`config.mk`:
```
export PLATFORM = sky130hd
export DESIGN_NAME = cipher_input_sequencer
export DESIGN_NICKNAME = d
export VERILOG_FILES = /design/src/rtl/cipher_pkg.sv /design/src/rtl/char_fifo.sv /design/src/rtl/cipher_input_sequencer.sv
export SDC_FILE = /design/constraint.sdc
export NUM_CORES = 1
export LEC_CHECK = 0
export BUFFER_PORTS_ARGS = -buffer_cell sky130_fd_sc_hd__buf_2
export CAP_MARGIN = 20
export CORE_MARGIN = 3
export CORE_UTILIZATION = 41
export DETAILED_ROUTE_END_ITERATION = 10
export GPL_TIMING_DRIVEN = 0
export PLACE_DENSITY = 0.59
export SLEW_MARGIN = 20
export SYNTH_ARGS = -nofsm -noshare
export SYNTH_HDL_FRONTEND = slang
export SYNTH_HIERARCHICAL = 1
export SYNTH_SLANG_ARGS = --single-unit
```
`constraint.sdc`:
```
create_clock -name clock -period 3.7 [get_ports clock]
set_input_delay 0.37 -clock clock [delete_from_list [all_inputs] [get_ports clock]]
set_output_delay 0.37 -clock clock [all_outputs]
set_load 0.05 [all_outputs]
```
`src/rtl/cipher_pkg.sv`:
```
// Shared constants and types for the cipher input sequencer and the
// processor/memory wrapper it drives.
package cipher_pkg;

  localparam logic [1:0] CPU_IDLE  = 2'b00;
  localparam logic [1:0] CPU_WRITE = 2'b01;
  localparam logic [1:0] CPU_EXEC  = 2'b10;

  localparam logic [1:0] PROG_EN = 2'b01;
  localparam logic [1:0] PROG_BF = 2'b10;

  localparam int RAM_CHAR_BASE = 1500;

  typedef enum logic [2:0] {
    ST_IDLE,
    ST_SHIFT,
    ST_WRITE,
    ST_TERM,
    ST_EXEC,
    ST_DONE
  } seq_state_t;

endpackage

```
`src/rtl/char_fifo.sv`:
```
// Circular character FIFO. The depth need not be a power of two; pointers
// wrap explicitly at DEPTH-1.
module char_fifo #(
  parameter int DEPTH = 108,
  localparam int CW   = $clog2(DEPTH + 1),
  localparam int PW   = $clog2(DEPTH)
) (
  input  logic          clock,
  input  logic          reset,
  input  logic          push,
  input  logic [7:0]    din,
  input  logic          pop,
  output logic [7:0]    head,
  output logic [CW-1:0] count,
  output logic          empty,
  output logic          full
);

  localparam logic [PW-1:0] PTR_LAST = PW'(DEPTH - 1);
  localparam logic [CW-1:0] CNT_FULL = CW'(DEPTH);

  logic [7:0]    mem [DEPTH];
  logic [PW-1:0] wr_ptr_q, wr_ptr_d;
  logic [PW-1:0] rd_ptr_q, rd_ptr_d;
  logic [CW-1:0] count_q, count_d;

  // NOTE: every variable gets a default first so no path leaves it unassigned
  // and no latch is inferred.
  always_comb begin
    wr_ptr_d = wr_ptr_q;
    rd_ptr_d = rd_ptr_q;
    count_d  = count_q;
    if (push) begin
      wr_ptr_d = (wr_ptr_q == PTR_LAST) ? '0 : wr_ptr_q + 1'b1;
    end
    if (pop) begin
      rd_ptr_d = (rd_ptr_q == PTR_LAST) ? '0 : rd_ptr_q + 1'b1;
    end
    count_d = count_q + {{(CW-1){1'b0}}, push} - {{(CW-1){1'b0}}, pop};
  end

  // NOTE: sequential state uses non-blocking assignments so every flop
  // samples its pre-edge inputs regardless of statement order.
  always_ff @(posedge clock or negedge reset) begin
    if (!reset) begin
      wr_ptr_q <= '0;
      rd_ptr_q <= '0;
      count_q  <= '0;
    end else begin
      wr_ptr_q <= wr_ptr_d;
      rd_ptr_q <= rd_ptr_d;
      count_q  <= count_d;
    end
  end

  // NOTE: storage is deliberately not reset; the pointers and count alone
  // define which entries are valid, so a flush is just a pointer reset.
  always_ff @(posedge clock) begin
    if (push) begin
      mem[wr_ptr_q] <= din;
    end
  end

  assign head  = mem[rd_ptr_q];
  assign count = count_q;
  assign empty = (count_q == '0);
  assign full  = (count_q == CNT_FULL);

endmodule

```
`src/rtl/cipher_input_sequencer.sv`:
```
// Buffers input characters, then drives the wrapper through a
// shift-load / RAM-write / execute run and pulses done.
module cipher_input_sequencer
  import cipher_pkg::*;
#(
  parameter int BUF_DEPTH   = 108,
  parameter int EXEC_CYCLES = 5000,
  parameter int CNT_W       = 13
) (
  input  logic       clock,
  input  logic       reset,
  input  logic       char_valid,
  input  logic [7:0] char_in,
  output logic       char_ready,
  input  logic       start,
  input  logic [4:0] shift_in,
  input  logic [1:0] prog_in,
  output logic [7:0] char_buffer_data,
  output logic [1:0] cpu_en,
  output logic [4:0] shift_amt_data,
  output logic [1:0] program_sel,
  output logic       busy,
  output logic       done
);

  localparam int            CW        = $clog2(BUF_DEPTH + 1);
  localparam logic [CW-1:0] LAST_SLOT = CW'(BUF_DEPTH - 1);
  localparam logic [CNT_W-1:0] EXEC_LAST = CNT_W'(EXEC_CYCLES - 1);

  seq_state_t       state_q, state_d;
  logic [CNT_W-1:0] exec_cnt_q, exec_cnt_d;

  logic          fifo_push, fifo_pop, fifo_empty, fifo_full;
  logic [7:0]    fifo_head;
  logic [CW-1:0] fifo_count, count_nxt;
  logic          start_acc;

  logic       char_ready_q, char_ready_d;
  logic [7:0] char_data_q, char_data_d;
  logic [1:0] cpu_en_q, cpu_en_d;
  logic [4:0] shift_amt_q, shift_amt_d;
  logic [1:0] program_sel_q, program_sel_d;
  logic       busy_q, busy_d;
  logic       done_q, done_d;

  char_fifo #(.DEPTH(BUF_DEPTH)) u_fifo (
    .clock (clock),
    .reset (reset),
    .push  (fifo_push),
    .din   (char_in),
    .pop   (fifo_pop),
    .head  (fifo_head),
    .count (fifo_count),
    .empty (fifo_empty),
    .full  (fifo_full)
  );

  // char_ready_q is only ever high in IDLE, so this also confines pushes there.
  assign fifo_push = char_valid && char_ready_q && !fifo_full;
  assign start_acc = (state_q == ST_IDLE) && start;

  always_comb begin
    state_d    = state_q;
    exec_cnt_d = '0;
    unique case (state_q)
      ST_IDLE:  if (start) state_d = ST_SHIFT;
      ST_SHIFT: state_d = fifo_empty ? ST_TERM : ST_WRITE;
      ST_WRITE: if (fifo_empty) state_d = ST_TERM;
      ST_TERM:  state_d = ST_EXEC;
      ST_EXEC: begin
        if (exec_cnt_q == EXEC_LAST) state_d = ST_DONE;
        else                         exec_cnt_d = exec_cnt_q + 1'b1;
      end
      ST_DONE:  state_d = ST_IDLE;
      default:  state_d = ST_IDLE;
    endcase
  end

  // Popping on entry to each WRITE cycle lets the head land in the output
  // register on the same edge, keeping every output registered.
  assign fifo_pop  = (state_d == ST_WRITE);
  assign count_nxt = fifo_count + {{(CW-1){1'b0}}, fifo_push}
                                - {{(CW-1){1'b0}}, fifo_pop};

  always_comb begin
    char_ready_d  = (state_d == ST_IDLE) && (count_nxt < LAST_SLOT);
    char_data_d   = (state_d == ST_WRITE) ? fifo_head : 8'h00;
    shift_amt_d   = (state_d == ST_SHIFT) ? shift_in : 5'd0;
    busy_d        = (state_d != ST_IDLE);
    done_d        = (state_d == ST_DONE);
    program_sel_d = program_sel_q;
    if (start_acc)                program_sel_d = prog_in;
    else if (state_d == ST_IDLE)  program_sel_d = 2'b00;
    unique case (state_d)
      ST_WRITE, ST_TERM: cpu_en_d = CPU_WRITE;
      ST_EXEC:           cpu_en_d = CPU_EXEC;
      default:           cpu_en_d = CPU_IDLE;
    endcase
  end

  always_ff @(posedge clock or negedge reset) begin
    if (!reset) begin
      state_q       <= ST_IDLE;
      exec_cnt_q    <= '0;
      char_ready_q  <= 1'b0;
      char_data_q   <= '0;
      cpu_en_q      <= CPU_IDLE;
      shift_amt_q   <= '0;
      program_sel_q <= '0;
      busy_q        <= 1'b0;
      done_q        <= 1'b0;
    end else begin
      state_q       <= state_d;
      exec_cnt_q    <= exec_cnt_d;
      char_ready_q  <= char_ready_d;
      char_data_q   <= char_data_d;
      cpu_en_q      <= cpu_en_d;
      shift_amt_q   <= shift_amt_d;
      program_sel_q <= program_sel_d;
      busy_q        <= busy_d;
      done_q        <= done_d;
    end
  end

  assign char_ready       = char_ready_q;
  assign char_buffer_data = char_data_q;
  assign cpu_en           = cpu_en_q;
  assign shift_amt_data   = shift_amt_q;
  assign program_sel      = program_sel_q;
  assign busy             = busy_q;
  assign done             = done_q;

endmodule

```
# Word level (Yosys, flattened, before mapping)
# Memory sizes are Yosys's and may differ from the RTL's.
# Cells that the tools add are included.
[op_classes]
n_addsub = 5
n_mul = 0
div = 0
magnitude_cmp = 1
eq_ne = 13
n_shift = 0
n_mux = 16
bitwise = 0
reduce_logical = 11
[ops]
columns = ["operator", "n"]
rows = [
  ["13-bit 2-to-1 mux", 2],
  ["7-bit == test (second input constant)", 3],
  ["3-bit case mux with 5 select lines", 1],
  ["7-bit by 1-bit adder with 7-bit output (second input constant)", 2],
  ["7-bit 2-to-1 mux", 2],
  ["13-bit by 1-bit adder with 13-bit output (second input constant)", 1],
  ["13-bit == test (second input constant)", 1],
  ["3-bit by 2-bit == test with 1-bit output (second input constant)", 4],
  ["3-bit == test (second input constant)", 3],
  ["3-bit 2-to-1 mux", 3],
  ["8-bit 2-to-1 mux", 1],
  ["7-bit by 1-bit adder with 7-bit output", 1],
  ["7-bit logical NOT", 1],
  ["7-bit less-than comparator (second input constant)", 1],
  ["7-bit by 1-bit subtractor with 7-bit output", 1],
  ["3-bit by 1-bit == test with 1-bit output (second input constant)", 2],
  ["3-bit logical NOT", 2],
  ["5-bit 2-to-1 mux", 1],
  ["1-bit logical AND", 4],
  ["2-bit 2-to-1 mux", 2],
  ["2-bit case mux with 2 select lines", 1],
  ["1-bit 2-to-1 mux", 3],
  ["3-bit nonzero test", 1],
  ["2-bit nonzero test", 1],
  ["2 further kinds", 2],
]
[totals]
register_bits = 57
latchBits = 0
ramBits = 864
mem_bits_ro = 0
inputBits = 19
mem_count = 1
[mem_list]
columns = ["name", "depth", "word_bits", "read_ports", "rd_ports_with_merged_regs", "write_ports", "line", "text"]
rows = [
  ["u_fifo.mem", 108, 8, 1, 0, 1, "char_fifo.sv:22", "logic [7:0] mem [DEPTH];"],
]

# Longest topological paths before layout
# Gate-level depths: netlist (run 1).
[depth]
depth_word = 7
ltp_mapped = 16

# Cells and area by module
# The synthesis (run 1) kept the hierarchy.
[modules_own_cells]
columns = ["module", "n_inst", "cells_each", "area_each_um2"]
rows = [
  ["char_fifo", 1, 1810, 34932.3],
  ["cipher_input_sequencer", 1, 169, 1729.2],
]

# Worst setup path after synthesis (run 1)
# No wires, ideal clock.
[synth_timing]
path_kind = "reg2reg"
from = "register u_fifo.count_q[2] (netlist: u_fifo/count[2])"
to = "register u_fifo.count_q[6] (netlist: u_fifo/count[6])"
setup_time_ns = 0.125
arrival_ns = 2.911
setup_slack_ns = 0.664
path_stages_with_launch = 17
n_path_buf = 0
synth_period_minus_slack_ns = 3.036
path_cell_list = "dfrtp_1 inv_1 ha_1 nand2_1 nor4_1 nor3_2 ha_1 inv_1 ha_1 inv_1 fa_1 nand2b_1 a21oi_1 o21ai_0 a21oi_1 nor2_1 xnor2_1"
[synth_via]
elab_chain_cells = 5
elab_cells_between_ends = 10
cone_classes = "2 x add/sub; 2 x eq/ne; 3 x mux; 3 x reduce/logical"
[synth_lines]
columns = ["element", "line", "text"]
rows = [
  ["from (decl)", "char_fifo.sv:25", "logic [CW-1:0] count_q, count_d;"],
  ["from (signal assigned)", "char_fifo.sv:52", "count_q <= count_d;"],
  ["7-bit logical NOT (*)", "char_fifo.sv:66", "assign empty = (count_q == '0);"],
  ["named net fifo_empty", "cipher_input_sequencer.sv:33", "logic fifo_push, fifo_pop, fifo_empty, fifo_full;"],
  ["3-bit 2-to-1 mux / 1-bit 2-to-1 mux (equally long branches)", "cipher_input_sequencer.sv:68, cipher_input_sequencer.sv:67", ""],
  ["3-bit case mux with 5 select lines (*)", "cipher_input_sequencer.sv:65", "unique case (state_q)"],
  ["3-bit by 2-bit == test with 1-bit output (*)", "cipher_input_sequencer.sv:81", "assign fifo_pop = (state_d == ST_WRITE);"],
  ["named net fifo_pop", "cipher_input_sequencer.sv:33", ""],
  ["7-bit by 1-bit subtractor with 7-bit output (*)", "char_fifo.sv:39", "count_d = count_q + {{(CW-1){1'b0}}, push} - {{(CW-1){1'b0}}, pop};"],
  ["named net u_fifo.count_d[6]", "char_fifo.sv:25", ""],
]
# The timed path passes the listed nets; every way through them passes the cells marked *.
# A chain may end at the register's enable or synchronous reset.

# Final worst setup path (run 1)
[layout_timing]
from = "register u_fifo.rd_ptr_q[3]"
to = "register char_data_q[7] (netlist: char_buffer_data[7])"
[layout_via]
elab_chain_cells = 2
[layout_lines]
columns = ["element", "line", "text"]
rows = [
  ["from (decl)", "char_fifo.sv:24", "logic [PW-1:0] rd_ptr_q, rd_ptr_d;"],
  ["from (signal assigned)", "char_fifo.sv:51", "rd_ptr_q <= rd_ptr_d;"],
  ["memory 108 x 8 bit", "--", ""],
  ["named net fifo_head[7]", "cipher_input_sequencer.sv:34", "logic [7:0] fifo_head;"],
  ["8-bit 2-to-1 mux", "cipher_input_sequencer.sv:87", "char_data_d = (state_d == ST_WRITE) ? fifo_head : 8'h00;"],
  ["named net char_data_d[7]", "cipher_input_sequencer.sv:39", "logic [7:0] char_data_q, char_data_d;"],
  ["to (signal assigned)", "cipher_input_sequencer.sv:116", "char_data_q <= char_data_d;"],
  ["to (decl)", "cipher_input_sequencer.sv:39", ""],
]
# The timed path passes the listed nets, and every way through them passes these cells.

==> results of run 1 <==
## path summary, 6_finish.rpt
| kind | from | to | slack (ns) | depth (start not counted) |
|---|---|---|---|---|
| setup reg to reg | u_fifo/rd_ptr_q[3]$_DFFE_PN0P_ | char_buffer_data[7]$_DFF_PN0_ | -0.03 | 8 |
| setup / recovery | u_fifo/rd_ptr_q[3]$_DFFE_PN0P_ | char_buffer_data[7]$_DFF_PN0_ | -0.03 | 8 |
| hold reg to reg | exec_cnt_q[0]$_DFF_PN0_ | exec_cnt_q[0]$_DFF_PN0_ | 0.46 | 1 |
| min in group asynchronous | reset | u_fifo/count[6]$_DFF_PN0_ | 0.20 | 2 |
| max in group asynchronous | reset | u_fifo/wr_ptr_q[2]$_DFFE_PN0P_ | 2.95 | 3 |
| hold / removal | char_in[2] | u_fifo/mem[80][2]$_DFFE_PP_ | 0.11 | 1 |
## state kept, by name (all words and copies together) (netlist names)
register / flops
busy: 1
char_buffer_data: 8
char_ready: 1
cpu_en: 2
done: 1
exec_cnt_q: 13
program_sel: 2
shift_amt_data: 5
state_q: 3
u_fifo/count: 7
u_fifo/mem: 864
u_fifo/rd_ptr_q: 7
u_fifo/wr_ptr_q: 7
## through the flow
| stage | worst slack, ns | util | cell area [sq um] |
|---|---|---|---|
| final | -0.0292 | 0.474 | 41900 |
| after global routing | 0.00465 | 0.474 | 41900 |
| after CTS | -0.221 | 0.472 | 41800 |
| after detailed placement | -0.236 | 0.437 | 38700 |
| after global placement | -0.648 | 0.433 | 38300 |
| after floorplan | 0.664 | - | 36700 |
## synth_stat cells (7+ instances only)
| library cell | number | area [sq um] |
|---|---|---|
| clkbuf_1 | 44 | 165 |
| buf_4 | 15 | 113 |
| and2_1 | 15 | 93.8 |
| o21ai_0 | 42 | 210 |
| mux2i_1 | 117 | 1170 |
| a21oi_1 | 47 | 235 |
| a211oi_1 | 11 | 82.6 |
| and3_1 | 10 | 62.6 |
| edfxtp_1 | 864 | 25900 |
| nor2_1 | 150 | 563 |
| a31oi_1 | 7 | 43.8 |
| xor2_1 | 10 | 87.6 |
| o22ai_1 | 12 | 75.1 |
| a221oi_1 | 12 | 105 |
| nand3_1 | 30 | 150 |
| mux4_2 | 163 | 3670 |
| nor2b_1 | 11 | 68.8 |
| ha_1 | 21 | 263 |
| nand2_1 | 97 | 364 |
| dfrtp_1 | 57 | 1430 |
| nor3_1 | 30 | 150 |
| a2111oi_0 | 7 | 61.3 |
| inv_1 | 27 | 101 |
| buf_2 | 31 | 155 |
| xnor2_1 | 18 | 158 |
| o221ai_1 | 13 | 114 |
| buf_6 | 10 | 113 |
| a22oi_1 | 31 | 233 |
## cells by family after synthesis
logic type      synth area share
buf+inv                   0.0195
flops                      0.747
xor+xnor                 0.00669
fa+ha+maj                0.00826
compound gates            0.0393
simple gates              0.0460
mux                        0.134
## cell type report
cell class | count | area share
Clock buffer | 113 | 0.0595
Multi-Input combinational cell | 922 | 0.208
Sequential cell | 921 | 0.653
Timing Repair Buffer | 65 | 0.0145
Buffer | 107 | 0.0149
Tap cell | 1165 | 0.0348
Clock inverter | 58 | 0.0130
Antenna cell | 1 | 0.0000597
Inverter | 28 | 0.00251
## cell usage in the layout, fill, tap and decap left out, drive strengths merged, types with 7 or more instances in the layout
| master | instances |
|---|---|
| edfxtp | 864 |
| mux4 | 164 |
| clkbuf | 159 |
| nor2 | 151 |
| buf | 120 |
| mux2i | 117 |
| nand2 | 97 |
| dfrtp | 57 |
| a21oi | 48 |
| o21ai | 42 |
| clkinv | 37 |
| inv | 34 |
| a22oi | 31 |
| nor3 | 31 |
| nand3 | 30 |
| ha | 21 |
| xnor2 | 18 |
| and2 | 15 |
| o221ai | 13 |
| o22ai | 12 |
| a211oi | 12 |
| a221oi | 12 |
| nor2b | 11 |
| a2111oi | 11 |
| and3 | 10 |
| xor2 | 10 |
| bufinv | 9 |
| a31oi | 7 |
| nand2b | 7 |
## report_power, final
group | total [W] | switching [W] | internal (W)
registers | 0.0118 | 0.000202 | 0.0116
clock network | 0.00936 | 0.00392 | 0.00543
logic | 0.0113 | 0.00746 | 0.00381
total | 0.0325 | 0.0116 | 0.0209
## timing repair
item                                    in CTS  in global routing
gates cloned                                 0                  0
pin swaps                                    0                  5
resized for setup                            5                 39
hold endpoints to repair                    50                  0
hold buffers                                 6                  0
buffers inserted                             0                  5
endpoints found under the setup margin      99                339
## per-layer routing
layer	GRT usage	part of all wire
met1	0.318	0.39
met2	0.358	0.46
met3	0.0556	0.10
met4	0.0923	0.043
met5	0	0
==> summary.md, run 1 <==
| Metric | Value |
|---|---|
| Min Hold Slack | 0.111 ns |
| Core area | 0.0885 sq mm |
| DRT Wirelength | 108000 um |
| Slowest stage delay, CP | around 0.9 ns |
| Startpoint Class | flip-flop |
| Placed cells | 3198 |
| Unique cell type count in the Yosys netlist | 63 |
| Antenna violations before repair | 4 |
| Critical path fanouts, max | 10 |
| RSZ-0062 raised after global routing | false |
| Syn_nets | 2021 |
| Peak Freq | 268 MHz |
| Fin cells | 3380 |
| Leakage power | 13.8 nW |
| Power Dens Cells | slightly below 800 mW/mm^2 |
| FF+latch count, synth | ~920 |
| Num Clock Sinks | 921 |
| Via count of the first global-routing pass | 20.1k |
| GRT Total Usage | 0.231 |
| Post-DR vias/cell | just over 6 |
| Worst IR Drop VDD | 0.322 mV |
| Tot Pwr | between 0.03 and 0.04 W |
| Post-Syn Area per Cell | 18.5 sq um |
| TritonCTS buffer count | between 90 and 100 |
| Post-synth top flop | edfxtp_1 |
| WP buf/inv | 3 |
| Worst Skew | 0.0325 ns |
| Placed wire-length estimate | 71200 um |
| Sequential cell area | 0.0274 sq mm |
| Die ar. | approximately 0.093 sq mm |
| Fin crit share | 1.01 |
| Synth warn | 6 |
| Number of synthesized flops with an enable pin | 864 |
| Largest net degree at the start of global routing | slightly below 80 |
| Area of the mapped netlist | 0.0367 sq mm |
| TNS Setup | -0.0304 ns |
| CP required | approximately 4.3 ns |
| Crit path kind | reg -> reg |
| Failing checks | negative setup slack |
| Initial DRC count | ~2.8k |
| DIE HEIGHT | 305 um |
| Hold WC Path Type | in -> reg |
| Area of the multi-input gates | 0.00874 sq mm |
| Grt total ovfl | 0 |
| Tightest Pin Transition | 1.30 ns |
| # fillers | 7337 |
| CTS tree | built |
| Io pins | 39 |
| Final Hold Fails | 0 |
| H-tree levels | 3 |
| WL per Instance | roughly 32 um |
| Buffers on Ports | 38 |
| Synthesis-to-layout area growth | 14.4% |
| Register area share after synthesis | 0.747 |
| Critical path's most frequent cell | clkbuf_1 |
| Max cap viols | 0 |
| Status | finished, violations left |
| Async SR Flop Fraction | 0.0619 |
| Post-route antenna net violation count | 0 |
| Bufs on Longest Clock Path | 3 |
| Kind of cell adding the most delay to the critical path | buffers and inverters |
| DR DRC count | 0 |
| Slew margin rel. | 0.134 |
| Critical-path cell list | buf_2 -> nor2b_1 -> clkbuf_1 -> clkbuf_1 -> a21oi_1 -> a211oi_1 -> o32a_1 -> and2_1 |
| RePlAce Congestion | a little over 0.9 |
| CTS Root Cell | clkbuf_16 |
| Critical Path End Type | flip-flop |
| Fin. max-slew vios | 0 |
| Starting Density | 0.414 |
| DR vias | 20.5k |
| FP Rows | 109 |
| PnR worst setup slack | -0.0292 ns |
| Share of cells above drive strength 1 | 0.219 |
| Slowest CP cell | clkbuf_1 |
| Min Tclk post-route | around 3.7 ns |
| First-pass GRT wire length | between 150000 and 200000 um |
| Setup-failing EPs final | 2 |
| Cells after Synth | 1979 |
| CP Data Arrival Time | 4.31 ns |
| Clk_lat worst skew | roughly 0.66 ns |
| Drt first pass iters | 8 |
| Chip width | ~310 um |
| NumNets Final | 2179 |
| Clk slew on worst S/H paths | 0.06 ns |
No activity file was read; power rests on OpenSTA's default activity.
==> run 2, diff against run 1 <==
--- a/config.mk
+++ b/config.mk
@@ -5,6 +5,7 @@
 export SDC_FILE = /design/constraint.sdc
 export NUM_CORES = 1
 export LEC_CHECK = 0
+export ABC_AREA = 1
 export BUFFER_PORTS_ARGS = -buffer_cell sky130_fd_sc_hd__buf_2
 export CAP_MARGIN = 20
 export CORE_MARGIN = 3
==> run 2 against run 1 <==
The flow still finishes with violations (negative setup slack). Synthesized cell count rose by 84%. Via count is 36% higher. Final cell count up 52%. Total power is 35% lower. Critical path depth up 1. Clock power increased by 1%. Worst hold slack worse by 0.046 ns. Die area rose by 6.4%. Non-clock buffer count rose by 71. Maximum frequency is 1.6% lower. Critical path type unchanged. Critical endpoint is now u_fifo/mem[28][4]$_DFFE_PP_. Largest power group unchanged.
==> summary.md, run 2 <==
| Metric | Value |
|---|---|
| Fin util | 0.473 (-0.000990) |
| Clk slew on worst S/H paths | 0.06 ns (about the same) |
| DIE HEIGHT | 315 um (+3.2%) |
| Initial DRC count | 3681 (+31%) |
| Buffers on Ports | 38 (unchanged) |
| Worst Skew | 0.0260 ns (-0.00651 ns) |
| Min Hold Slack | 0.0656 ns (-0.0455 ns) |
| Share of cells above drive strength 1 | 0.0870 (-0.132) |
| Critical path fanouts, max | 10 (unchanged) |
| Critical Path End Type | flip-flop |
| Placed cells | 4942 (+55%) |
| Largest net degree at the start of global routing | 93 (+21%) |
| Chip width | 315 um (+3.2%) |
| Io pins | 39 (unchanged) |
| Top post-synthesis cells by area | edfxtp_1 66%, nand2_1 8.8%, nor2_1 6.0%, nand3_1 4.3%, dfrtp_1 3.7% |
| Clk_lat worst skew | 0.66 ns (about the same) |
| Peak Freq | 264 MHz (-1.6%) |
| Die ar. | 0.0990 sq mm (+6.4%) |
| Fin crit share | 1.02 (+0.0162) |
| CTS Root Cell | clkbuf_16 |
| Tot Pwr | 0.0211 W (-35%) |
| Antenna violations before repair | 2 (-2) |
| CP required | 3.97 ns (-0.31 ns) |
| Fin. max-slew vios | 0 (unchanged) |
| Final Hold Fails | 0 (unchanged) |
| Fin cells | 5128 (+52%) |
| Setup-failing EPs final | 16 (+14) |
| DR DRC count | 0 (unchanged) |
| Max cap viols | 0 (unchanged) |
| Power Dens Cells | 476 mW/mm^2 (-39%) |
| H-tree levels | 3 (unchanged) |
| M1 GR Usage | 0.347 (+0.0288) |
| RSZ-0062 raised after global routing | true |
| Post-synth top flop | edfxtp_1 |
| Slew margin rel. | 0.108 (-0.0264) |
| Area of the mapped netlist | 0.0391 sq mm (+6.6%) |
| DR vias | 28.0k (+36%) |
| Sequential cell area | 0.0274 sq mm (about the same) |
| Area of the multi-input gates | 0.0100 sq mm (+14%) |
| Post-route antenna net violation count | 0 (unchanged) |
| WL per Instance | 24.9 um (-22%) |
| GRT Total Usage | 0.254 (+0.0229) |
| CTS tree | built |
| Synthesis-to-layout area growth | 13.7% |
| Yosys top cell area share | 0.664 (-0.0435) |
| Kind of cell adding the most delay to the critical path | simple AND/OR/NAND/NOR gates |
| Status | finished, violations left |
| WP buf/inv | 3 (unchanged) |
| Cell taking the most area after synthesis | edfxtp_1 |
| Placed wire-length estimate | 88300 um (+24%) |
| Core area | 0.0939 sq mm (+6.1%) |
| Synth warn | 6 (unchanged) |
| Drt first pass iters | 6 (-2) |
| TritonCTS buffer count | 97 (+5.4%) |
| RePlAce Congestion | 0.965 (+4.2%) |
| Top-count cell post-synth | nand2_1 |
| DRT Wirelength | 127000 um (+18%) |
| Min Tclk post-route | 3.79 ns (+0.0600 ns) |
| Async SR Flop Fraction | 0.0619 (unchanged) |
| Starting Density | 0.416 (+0.00187) |
| CP Data Arrival Time | 4.06 ns (-0.25 ns) |
| Startpoint Class | flip-flop |
| Slowest stage delay, CP | 1.00 ns (+0.12 ns) |
| Number of synthesized flops with an enable pin | 864 (unchanged) |
| GR peak layer | met2 |
| Met3 usage | 0.0528 (-0.00274) |
| Critical-path cell list | inv_1 -> ha_1 -> nand3_1 -> nor2_1 -> nor2_2 -> clkbuf_1 -> nand2_1 -> clkbuf_1 -> nor2_1 |
| PnR worst setup slack | -0.0892 ns (-0.0600 ns) |
| Worst IR Drop VDD | 0.362 mV (+12%) |
| Grt total ovfl | 0 (unchanged) |
| Hold WC Path Type | in -> reg |
| Bufs on Longest Clock Path | 3 (unchanged) |
| Max FFs per register | 864 (unchanged) |
| Syn_nets | 3681 (+82%) |
| Tightest Pin Transition | 1.34 ns (+0.0396 ns) |
| FP Rows | 112 (+2.8%) |
| Post-DR vias/cell | 5.45 (-10%) |
| Top post-synthesis cells by count | 916 x nand2_1, 864 x edfxtp_1, 629 x nor2_1 |
| Via count of the first global-routing pass | 26.1k (+30%) |
| Register area share after synthesis | 0.701 (-0.0459) |
| Worst slack at placement | -0.342 ns (-0.106 ns) |
| Num Clock Sinks | 921 (unchanged) |
| Slowest CP cell | nor2_1 |
| # fillers | 8695 (+19%) |
| Crit path kind | reg -> reg |
| Cells after Synth | 3639 (+84%) |
| Failing checks | negative setup slack |
| Unique cell type count in the Yosys netlist | 43 (-32%) |
| Commonest non-fill, non-tap cell in the layout | nand2_1 |
| Post-Syn Area per Cell | 10.7 sq um (-42%) |
| First-pass GRT wire length | 181000 um (+19%) |
| Leakage power | 16.6 nW (+21%) |
| GR Util met2 | 0.397 (+0.0389) |
| Most flop-heavy register | u_fifo/mem |
| FF+latch count, synth | 921 (unchanged) |
| Most frequent cells in the layout | 916 x nand2_1, 864 x edfxtp_1, 603 x nor2_1 |
| NumNets Final | 3838 (+76%) |
[run 2: cell count changes in the layout (fill, tap and decap cells not counted), moves of 117 or more]
cell,previous run,this run
o21ai_0,39,237
mux4_2,163,0
inv_1,27,235
nand2_1,97,916
nand3_1,30,337
mux2i_1,117,0
nor2_1,126,603
[run 2: final timing paths]
kind | from | end | slack, ns | cells past startpoint
setup / recovery | u_fifo/count[4]$_DFF_PN0_ | u_fifo/mem[28][4]$_DFFE_PP_ | -0.09 | 9
hold / removal | start | shift_amt_data[1]$_DFF_PN0_ | 0.07 | 3
setup reg to reg | u_fifo/count[4]$_DFF_PN0_ | u_fifo/mem[28][4]$_DFFE_PP_ | -0.09 | 9
hold reg to reg | program_sel[1]$_DFFE_PN0P_ | program_sel[1]$_DFFE_PN0P_ | 0.51 | 2
max in group asynchronous | reset | u_fifo/wr_ptr_q[1]$_DFFE_PN0P_ | 3.10 | 3
min in group asynchronous | reset | exec_cnt_q[2]$_DFF_PN0_ | 0.09 | 2
[run 2: cell families after synthesis]
family,count (synthesis),synth area share
adders and majority gates,23,0.00775
xor gates and xnor gates,16,0.00359
AOI/OAI and AO/OA,306,0.0404
and+or+nand+nor,1937,0.202
DFF,921,0.701
buffers and inverters,436,0.0456
[run 2: power breakdown]
group	switching, W	internal (W)
Clock	0.00396	0.00554
Combinational	0.000193	0.0000460
Sequential	0	0.0114
[run 2: what timing repair did]
| action | CTS | global route |
|---|---|---|
| endpoints found under the hold margin | 64 | 0 |
| setup buffers | 0 | 0 |
| gates resized for setup | 8 | 24 |
| endpoints found under the setup margin | 465 | 197 |
| cloned | 0 | 0 |
| hold buffers | 8 | 0 |
[run 2: layout make-up]
type | instances | area share
Antenna cell | 1 | 0.0000564
Buffer | 185 | 0.0190
Clock buffer | 122 | 0.0573
Clock inverter | 54 | 0.0118
Inverter | 251 | 0.0213
Multi-Input combinational cell | 2282 | 0.225
Sequential cell | 921 | 0.616
Tap cell | 1254 | 0.0353
Timing Repair Buffer | 58 | 0.0135
[run 2: per-stage QoR]
stage	setup TNS (ns)	cell area (sq um)
global placement	-61.41	40800
CTS	0	44300
detailed placement	-37.66	41200
finish	-0.862	44400
global route	-6.12	44400
floorplan	0	39100
[run 2: worst register-to-register path, stage by stage (launching register included)]
cell and delay (ns):
dfrtp_1 0.40, inv_1 0.10, ha_1 0.21, nand3_1 0.08
nor2_1 0.05, nor2_2 0.47, clkbuf_1 0.45, nand2_1 0.14
clkbuf_1 0.50, nor2_1 1.01
[run 2: routing by layer]
layer	share of wire	vias to the layer above	wire [um]
li1	-	12500	-
met1	0.40	13600	50400
met2	0.45	1555	57500
met3	0.11	284	13900
met4	0.045	0	5670
met5	0	-	0
